## config.mk

```make
export PLATFORM = sky130hd
export DESIGN_NAME = alu_issue_ctrl
export DESIGN_NICKNAME = d
export VERILOG_FILES = /design/src/rtl/alu_pkg.sv /design/src/rtl/mul_tag_pipe.sv /design/src/rtl/alu_issue_ctrl.sv
export SDC_FILE = /design/constraint.sdc
export NUM_CORES = 1
export LEC_CHECK = 0
export ABC_CLOCK_PERIOD_IN_PS = 2200
export CAP_MARGIN = 20
export CORE_MARGIN = 5
export CORE_UTILIZATION = 48
export CTS_CLUSTER_SIZE = 28
export DETAILED_ROUTE_END_ITERATION = 16
export PLACE_DENSITY = 0.81
export SLEW_MARGIN = 20
export SYNTH_ARGS = -nofsm -noshare
export SYNTH_HDL_FRONTEND = slang
export SYNTH_SLANG_ARGS = --single-unit
```

## constraint.sdc

```tcl
create_clock -name clk -period 2.2 [get_ports clk]
set_clock_uncertainty 0.15 [all_clocks]
set_input_delay 0.33 -clock clk [delete_from_list [all_inputs] [get_ports clk]]
set_output_delay 0.33 -clock clk [all_outputs]
set_load 0.05 [all_outputs]
```

## src/rtl/alu_pkg.sv

```systemverilog
// Shared ALU definitions: opcodes, writeback-select encodings and default register-index width.
// Used by the issue controller, the ALU datapath and decode.
package alu_pkg;
  localparam int REG_AW_DEFAULT = 5;

  localparam logic [6:0] OP_ADD = 7'b0000000;
  localparam logic [6:0] OP_SUB = 7'b0000001;
  localparam logic [6:0] OP_MUL = 7'b0000010;
  localparam logic [6:0] OP_AND = 7'b0000011;
  localparam logic [6:0] OP_OR  = 7'b0000100;
  localparam logic [6:0] OP_XOR = 7'b0000101;

  localparam logic WB_SEL_ALU = 1'b0;
  localparam logic WB_SEL_MUL = 1'b1;

  function automatic logic is_mul(input logic [6:0] op);
    return op == OP_MUL;
  endfunction
endpackage

```

## src/rtl/mul_tag_pipe.sv

```systemverilog
// In-flight multiplier tracker: valid + rd-tag shift register, stage 1 = just issued,
// stage MUL_LAT = writing back this cycle. Flush clears every stage at the next edge.
module mul_tag_pipe import alu_pkg::*; #(
  parameter int MUL_LAT = 3,
  parameter int REG_AW  = REG_AW_DEFAULT
) (
  input  logic               clk,
  input  logic               rst,
  input  logic               flush_i,
  input  logic               push_i,
  input  logic [REG_AW-1:0]  rd_i,
  input  logic [REG_AW-1:0]  match_rd_i,
  output logic [MUL_LAT:1]   vld_o,
  output logic [REG_AW-1:0]  tag_last_o,
  output logic               match_o
);
  logic [MUL_LAT:1]             vld_pipe_q, vld_pipe_d;
  logic [MUL_LAT:1][REG_AW-1:0] tag_q, tag_d;

  always_comb begin
    vld_pipe_d = {vld_pipe_q[MUL_LAT-1:1], push_i};
    tag_d      = {tag_q[MUL_LAT-1:1], (push_i ? rd_i : '0)};
    if (flush_i) vld_pipe_d = '0;
  end

  always_ff @(posedge clk or negedge rst) begin
    if (!rst) begin
      vld_pipe_q <= '0;
      tag_q      <= '0;
    end else begin
      vld_pipe_q <= vld_pipe_d;
      tag_q      <= tag_d;
    end
  end

  // rd 0 never creates a hazard
  always_comb begin
    match_o = 1'b0;
    for (int k = 1; k <= MUL_LAT; k++)
      if (vld_pipe_q[k] && (tag_q[k] == match_rd_i) && (match_rd_i != '0)) match_o = 1'b1;
  end

  assign vld_o      = vld_pipe_q;
  assign tag_last_o = tag_q[MUL_LAT];
endmodule

```

## src/rtl/alu_issue_ctrl.sv

```systemverilog
// Issue/writeback sequencer: single-cycle ops to the ALU, MUL to the pipelined multiplier,
// one shared writeback port, WAW blocking. ALU_PERF_CNT_EN adds issue/stall counters.
module alu_issue_ctrl import alu_pkg::*; #(
  parameter int MUL_LAT = 3,
  parameter int REG_AW  = REG_AW_DEFAULT
) (
  input  logic              clk,
  input  logic              rst,
  input  logic              req_valid,
  output logic              req_ready,
  input  logic [6:0]        req_op,
  input  logic [REG_AW-1:0] req_rd,
  input  logic              flush,
  output logic              alu_go,
  output logic              mul_go,
  output logic [6:0]        op_q,
  output logic              wb_valid,
  output logic              wb_sel,
  output logic [REG_AW-1:0] wb_rd,
`ifdef ALU_PERF_CNT_EN
  output logic [31:0]       perf_issued,
  output logic [31:0]       perf_stall,
`endif
  output logic              busy
);
  logic [MUL_LAT:1]  vld;
  logic [REG_AW-1:0] tag_last;
  logic              waw, port_conflict, accept, req_mul;
  logic              alu_go_q;
  logic [REG_AW-1:0] alu_rd_q;
  logic [6:0]        op_q_r;

  assign req_mul = is_mul(req_op);

  mul_tag_pipe #(.MUL_LAT(MUL_LAT), .REG_AW(REG_AW)) u_tag_pipe (
    .clk        (clk),
    .rst        (rst),
    .flush_i    (flush),
    .push_i     (accept & req_mul),
    .rd_i       (req_rd),
    .match_rd_i (req_rd),
    .vld_o      (vld),
    .tag_last_o (tag_last),
    .match_o    (waw)
  );

  // a MUL due next cycle owns the writeback port; MULs themselves are never delayed
  assign port_conflict = !req_mul && vld[MUL_LAT-1];
  assign req_ready     = rst && !flush && !waw && !port_conflict;
  assign accept        = req_valid && req_ready;

  always_ff @(posedge clk or negedge rst) begin
    if (!rst) begin
      alu_go_q <= 1'b0;
      alu_rd_q <= '0;
      op_q_r   <= '0;
    end else begin
      alu_go_q <= accept && !req_mul;
      alu_rd_q <= (accept && !req_mul) ? req_rd : '0;
      if (accept) op_q_r <= req_op;
    end
  end

  assign alu_go   = alu_go_q;
  assign mul_go   = vld[1];
  assign op_q     = op_q_r;
  assign busy     = |vld;
  assign wb_valid = vld[MUL_LAT] || alu_go_q;
  assign wb_sel   = vld[MUL_LAT] ? WB_SEL_MUL : WB_SEL_ALU;
  assign wb_rd    = vld[MUL_LAT] ? tag_last : alu_rd_q;

`ifdef ALU_PERF_CNT_EN
  logic [31:0] perf_issued_q, perf_stall_q;

  always_ff @(posedge clk or negedge rst) begin
    if (!rst) begin
      perf_issued_q <= '0;
      perf_stall_q  <= '0;
    end else begin
      if (accept)                 perf_issued_q <= perf_issued_q + 32'd1;
      if (req_valid && !req_ready) perf_stall_q <= perf_stall_q + 32'd1;
    end
  end

  assign perf_issued = perf_issued_q;
  assign perf_stall  = perf_stall_q;
`endif
endmodule
```

==> results.tsv, run 1 <==
stage	metric	value	unit
outcome	status	finished with violations	
outcome	failed_checks	setup timing	
finish	layout.nets	171	
clock_network	ctsHoldBuffers	0	
sta	timing.final.setup_violations	8	
clock_network	cts_htree_levels	2	
logic_synthesis	synth_area_in_adders	0	%
drt	ant_nets	0	
placement	count_of_buffers_from_port_buffering	33	
grt	grt_max_degree	32	
logic_synthesis	synth_edf_count	0	
logic_synthesis	top_cells_by_area_synth	sky130_fd_sc_hd__dfrtp_1, sky130_fd_sc_hd__xnor2_1, sky130_fd_sc_hd__mux2_4	
logic_synthesis	yosys.area.top_type	sky130_fd_sc_hd__dfrtp_1	
clock_network	clk_transition_reported_paths	0.09	ns
finish	n_antenna_cell	0	
clock_network	cts_buffer_depth	2	
drt	vias_per_cell	5.21	
critical_path	critical_path_arrival	1.81	ns
floorplanning	placement_row_count	19	
critical_path	worst-r2r-cell-count	7	
sta	finalMaxSlewViolations	0	
placement	gp_congestion	0.786	
grt	grt_pass1_vias	1106	
placement	dp_worst_setup_slack	-0.639	ns
sta	min_period	2.29	ns
sta	timing.fmax	436	MHz
sta	finalCritPeriodShare	104	%
logic_synthesis	synth.cells.most_frequent	sky130_fd_sc_hd__dfrtp_1, sky130_fd_sc_hd__xnor2_1, sky130_fd_sc_hd__mux2_4	
logic_synthesis	synthMostInstantiatedCell	sky130_fd_sc_hd__dfrtp_1	
drt	drt_iter0_markers	29	
pwr	power_density_normalized_to_cell_area	623	nW/um2
sta	timing_worst_slew_pin_value	0.535	ns
sta	relative_slew_slack	64.2	%
finish	area_taken_by_multi_input_logic_gates	614	um2
clock_network	insertion_delay	0.32	ns
critical_path	critical_path_end_type	primary output	
critical_path	crit_required	1.72	ns
placement	hpwlAfterDp	2320	um
grt	grt.total_usage	16.6	%
drt	routed_via_count	974	
critical_path	r2r_start	u_tag_pipe.tag_d[8]	
grt	gr-total-overflow	0	
critical_path	timing_worst_setup_path_type	in2out	
grt	wire_length_of_the_first_global_routing_pass	5220	um
logic_synthesis	dominant_combinational_cell_family_by_area_after_synthesis	simple AND/OR/NAND/NOR gates	
logic_synthesis	post_synth_xor_area_fraction	9.64	%
sta	setup_tns	-0.329	ns
sta	grt_setup_unrepaired	true	
logic_synthesis	synthesis.instances	100	
sta	post-route-worst-setup-slack	-0.0935	ns
clock_network	cts.root.buffer_cell	sky130_fd_sc_hd__clkbuf_4	
pwr	report.power.total	1.24	mW
drt	drt_drc_violations_left	0	
clock_network	cts_tree	yes	
critical_path	critPathLaunchType	primary input	
logic_synthesis	synth_top_area_share	56.9	%
logic_synthesis	synth_compound_gate_area_share	1.19	%
logic_synthesis	total_standard_cell_area_after_synthesis	1360	um2
finish	fillCellCount	168	
clock_network	number_of_clock_buffers_inserted_by_tritoncts	5	
finish	fraction_of_final_layout_cells_with_drive_strength_greater_than_1	42.9	%
hold_path	hold_depth	2	
logic_synthesis	ys_seq_elements	31	
finish	finish.instance_area	1980	um2
pwr	vdd.ir_drop.worst	0.000610	V
floorplanning	design.core.area	2730	um2
placement	place.detailed.instances	171	
floorplanning	die_y	63.3	um
critical_path	r2r-end	op_q[6]	
critical_path	critPathMaxFanout	2	
critical_path	timing.reg2reg.setup_slack	0.12	ns
logic_synthesis	synth.mux.area_fraction	11.8	%
logic_synthesis	synth_sequential_area_ratio	56.9	%
pwr	leakagePower	0.964	nW
drt	routed_wl	3230	um
floorplanning	effective_utilization_at_floorplan	49.8	%
finish	area.growth.synth_to_final	45.5	%
placement	area_post_placement	1830	um2
drt	detail_route.wl_per_cell	17.3	um
grt	antenna_found_initial	0	
finish	final-seq-area	776	um2
floorplanning	fp.dieArea	4000	um2
clock_network	clock-sinks	31	
sta	timing.final.hold_violations	0	
hold_path	hp-start	req_op[5]	
logic_synthesis	yosysWarningCount	0	
logic_synthesis	yosys_most_used_dff	sky130_fd_sc_hd__dfrtp_1	
logic_synthesis	syn_area_per_cell	13.6	um2
logic_synthesis	synth-async-reset-ratio	100	%
hold_path	hold_class	in2reg	
logic_synthesis	area_fraction_in_and_or_nand_and_nor_cells_after_synthesis	16.6	%
finish	layout.cells.non_filler	187	
hold_path	holdPathEnd	op_q[5]	
logic_synthesis	ys_types	25	
drt	drt_first_pass_iters	4	
logic_synthesis	net_count_after_synthesis	116	
flow_run	maxCapViolations	0	
floorplanning	boundaryPins	34	
floorplanning	die_w	63.3	um
[worst max path at each step]
stage	end	from	slack, ns	depth (start not counted)
after floorplan	op_q[0]	req_rd[2]	-0.26	6
after global placement	op_q[2]	req_op[4]	-0.48	7
after detailed placement	op_q[5]	req_op[5]	-0.64	7
after CTS	req_ready	req_op[3]	-0.28	6
after global routing	req_ready	req_op[2]	-0.18	6
final	req_ready	req_op[2]	-0.09	6
[cell usage in the layout, fill, tap and decap left out, drive strengths merged, types with 3 or more instances in the layout]
cell type      synthesis  routed
buf                    4      34
dfrtp                 31      31
clkdlybuf4s50          0      15
xnor2                 13      13
mux2                  12      12
clkbuf                 4      10
and3b                  5       5
and3                   5       5
nor4                   4       4
nand4                  3       3
nor2b                  3       3
[through the flow]
step           hold WS, ns  util [%]
4_1_cts              0.104      71.2
3_5_place_dp         0.229      67.0
6_report             0.114      72.5
5_1_grt             0.0913      72.5
2_1_floorplan       -0.116         -
3_3_place_gp         0.225      67.0
[power breakdown]
part | internal (mW) | switching [mW]
logic | 0.136 | 0.177
registers | 0.597 | 0.0158
clock network | 0.124 | 0.185
total | 0.857 | 0.378
[sequential cells by signal, summed over array words and instances (netlist names)]
name and flops:
u_tag_pipe.tag_d 10, op_q 7, alu_rd_q 5, u_tag_pipe.tag_last_o 5, u_tag_pipe.vld_o 3, alu_go 1
[metal layers]
layer / GRT usage [%] / up-vias / routed length (um) / part of all wire [%]
met4: 5.97 / 0 / 87 / 2.7
met3: 4.62 / 9 / 104 / 3.2
met2: 28.6 / 24 / 1770 / 55
li1: - / 460 / - / -
met1: 19.7 / 481 / 1270 / 39
met5: 0 / - / 0 / 0
[kinds of logic (layout without fill, tap and decap cells)]
| family | Yosys count | after routing |
|---|---|---|
| compound gates | 1 | 1 |
| xor+xnor | 15 | 15 |
| buf+inv | 9 | 65 |
| flops | 31 | 31 |
| mux | 12 | 12 |
| simple gates | 32 | 32 |
[critical path, cell delays in order]
cell and delay [ns]:
sky130_fd_sc_hd__buf_6 0.09, sky130_fd_sc_hd__or4_4 0.55, sky130_fd_sc_hd__o41ai_4 0.24, sky130_fd_sc_hd__nand3b_1 0.18, sky130_fd_sc_hd__nor4_4 0.23, sky130_fd_sc_hd__buf_12 0.18
[timing repair]
action / 4_1_cts / 5_1_grt
pin swaps: 7 / 7
buffers inserted: 4 / 4
endpoints found under the setup margin: 20 / 21
gates resized for setup: 29 / 15
[layout make-up]
class	count	share of cell area, %
clock buffer	7	2.27
clock inverter	1	0.252
inverter	1	0.189
multi-input combinational	60	31.0
sequential	31	39.1
tap	31	1.96
timing repair buffer	56	25.2
(Power assumes the default switching activity.)
==> inputs of run 2 (changes only) <==
==> constraint.sdc (replaced) <==
create_clock -name clk -period 2.2 [get_ports clk]
set_clock_uncertainty 0.15 [all_clocks]
set_input_delay 0.44 -clock clk [delete_from_list [all_inputs] [get_ports clk]]
set_output_delay 0.44 -clock clk [all_outputs]
set_load 0.05 [all_outputs]
==> results.tsv, run 2 (synthesis results as in run 1) <==
stage	metric	value	unit
critical_path	cp_num_cells	6	
sta	finalMaxSlewViolations	0	
hold_path	hold_depth	2	
grt	grt.total_usage	18.4	%
drt	detail_route.wl_per_cell	18.1	um
critical_path	critPathLaunchType	primary input	
grt	antenna_found_initial	0	
drt	ant_nets	0	
sta	timing.final.setup_violations	11	
critical_path	timing_worst_setup_path_type	in2out	
drt	drt_iter0_markers	33	
floorplanning	design.core.area	2730	um2
critical_path	category_of_cells_accounting_for_the_largest_share_of_critical_path_delay	simple AND/OR/NAND/NOR gates	
sta	worst_hold_slack	0.200	ns
critical_path	worstPathCellList	buf_6 -> or4_4 -> o41ai_4 -> nand3b_1 -> nor4_4 -> buf_12	
critical_path	crit_required	1.61	ns
finish	area.growth.synth_to_final	46.5	%
drt	drt_first_pass_iters	4	
grt	grt_pass1_vias	1124	
finish	n_antenna_cell	0	
pwr	leakagePower	0.975	nW
pwr	vdd.ir_drop.worst	0.000571	V
finish	fraction_of_final_layout_cells_with_drive_strength_greater_than_1	45.8	%
sta	relative_slew_slack	65.6	%
critical_path	buf_inv_on_cp	2	
floorplanning	fp.dieArea	4000	um2
finish	final-seq-area	776	um2
critical_path	worst_path_max_delay_cell	sky130_fd_sc_hd__or4_4	
sta	post-route-worst-setup-slack	-0.309	ns
grt	grt_max_degree	32	
floorplanning	effective_utilization_at_floorplan	49.8	%
clock_network	cts_buffer_depth	2	
drt	routed_via_count	988	
placement	hpwlAfterDp	2240	um
hold_path	hold_class	in2reg	
floorplanning	die_y	63.3	um
critical_path	cp_slowest_stage_delay	0.55	ns
pwr	power_density_normalized_to_cell_area	699	nW/um2
drt	routed_wl	3370	um
sta	timing_worst_slew_pin_value	0.515	ns
clock_network	clk_transition_reported_paths	0.11	ns
finish	area_taken_by_multi_input_logic_gates	611	um2
placement	count_of_buffers_from_port_buffering	33	
finish	layout.nets	170	
clock_network	cts_htree_levels	2	
sta	min_period	2.51	ns
clock_network	cts_tree	yes	
flow_run	maxCapViolations	0	
grt	wire_length_of_the_first_global_routing_pass	5660	um
clock_network	ctsHoldBuffers	0	
critical_path	critPathMaxFanout	2	
floorplanning	boundaryPins	34	
critical_path	critical_path_arrival	1.92	ns
outcome	failed_checks	setup timing	
sta	timing.fmax	399	MHz
clock_network	number_of_clock_buffers_inserted_by_tritoncts	5	
sta	timing.final.hold_violations	0	
finish	most-common-layout-cells	sky130_fd_sc_hd__dfrtp_1, sky130_fd_sc_hd__buf_4, sky130_fd_sc_hd__xnor2_1, sky130_fd_sc_hd__clkdlybuf4s50_1	
clock_network	cts.root.buffer_cell	sky130_fd_sc_hd__clkbuf_4	
sta	setup_tns	-1.83	ns
placement	gp_congestion	0.758	
clock_network	clock-sinks	31	
critical_path	worst-r2r-cell-count	7	
floorplanning	placement_row_count	19	
finish	largest_register_ffs	10	
drt	drt_drc_violations_left	0	
outcome	status	finished with violations	
sta	finalCritPeriodShare	114	%
sta	grt_setup_unrepaired	true	
grt	gr-total-overflow	0	
finish	fillCellCount	173	
floorplanning	die_w	63.3	um
critical_path	critical_path_end_type	primary output	
clock_network	insertion_delay	0.33	ns
finish	final_common_cell	sky130_fd_sc_hd__dfrtp_1	
drt	vias_per_cell	5.31	
-- run 2: area by class of cell --
| cell class | count | area share [%] |
|---|---|---|
| clock buffers | 6 | 2.57 |
| clock inverters | 2 | 1.76 |
| inverters | 1 | 0.188 |
| multi-input cells | 60 | 30.6 |
| flip-flops and latches | 31 | 38.9 |
| well taps | 31 | 1.94 |
| repair buffers | 55 | 24.1 |
-- run 2: power by group --
group          internal (mW)  total, mW  switching (mW)
Sequential             0.597      0.613          0.0157
Clock                  0.269      0.469           0.201
Combinational          0.136      0.313           0.177
Total                   1.00       1.39           0.393
-- run 2: metrics by stage --
| step | total power, mW | instances | setup WS [ns] | instance area [um2] | utilization, % |
|---|---|---|---|---|---|
| floorplan | 0.804 | 100 | -0.377 | 1400 | - |
| global placement | 0.928 | 171 | -0.638 | 1830 | 66.9 |
| detailed placement | 0.932 | 171 | -0.722 | 1830 | 66.9 |
| CTS | 1.39 | 183 | -0.512 | 1970 | 72.0 |
| global route | 1.44 | 186 | -0.362 | 2000 | 73.0 |
| finish | 1.39 | 186 | -0.309 | 2000 | 73.0 |
-- run 2: worst paths after layout --
kind	from	end	slack, ns
setup / recovery	req_op[4]	req_ready	-0.31
max in group asynchronous	rst	u_tag_pipe.tag_d[13]	1.12
hold / removal	req_op[5]	op_q[5]	0.20
min in group asynchronous	rst	u_tag_pipe.tag_d[6]	0.48
setup reg to reg	u_tag_pipe.tag_d[7]	op_q[1]	0.10
hold reg to reg	u_tag_pipe.tag_d[12]	u_tag_pipe.tag_last_o[2]	0.24
-- run 2: per-layer routing --
metal | routed length (um) | up-vias | global-route usage, %
li1 | - | 450 | -
met1 | 1340 | 510 | 20.9
met2 | 1840 | 24 | 32.2
met3 | 126 | 4 | 5.15
met4 | 65 | 0 | 7.79
met5 | 0 | - | 0
-- run 2: timing repair --
item,4_1_cts,5_1_grt
setup endpoints to repair,20,21
buffers inserted,4,3
resized for setup,36,9
pin swaps,11,6
-- run 2: worst reg2reg max path: stages (launching register included) --
cell	delay, ns
sky130_fd_sc_hd__dfrtp_1	0.40
sky130_fd_sc_hd__xnor2_1	0.16
sky130_fd_sc_hd__nand4_1	0.18
sky130_fd_sc_hd__nor4_4	0.41
sky130_fd_sc_hd__buf_4	0.19
sky130_fd_sc_hd__nor4_4	0.05
sky130_fd_sc_hd__buf_4	0.18
sky130_fd_sc_hd__mux2_4	0.29
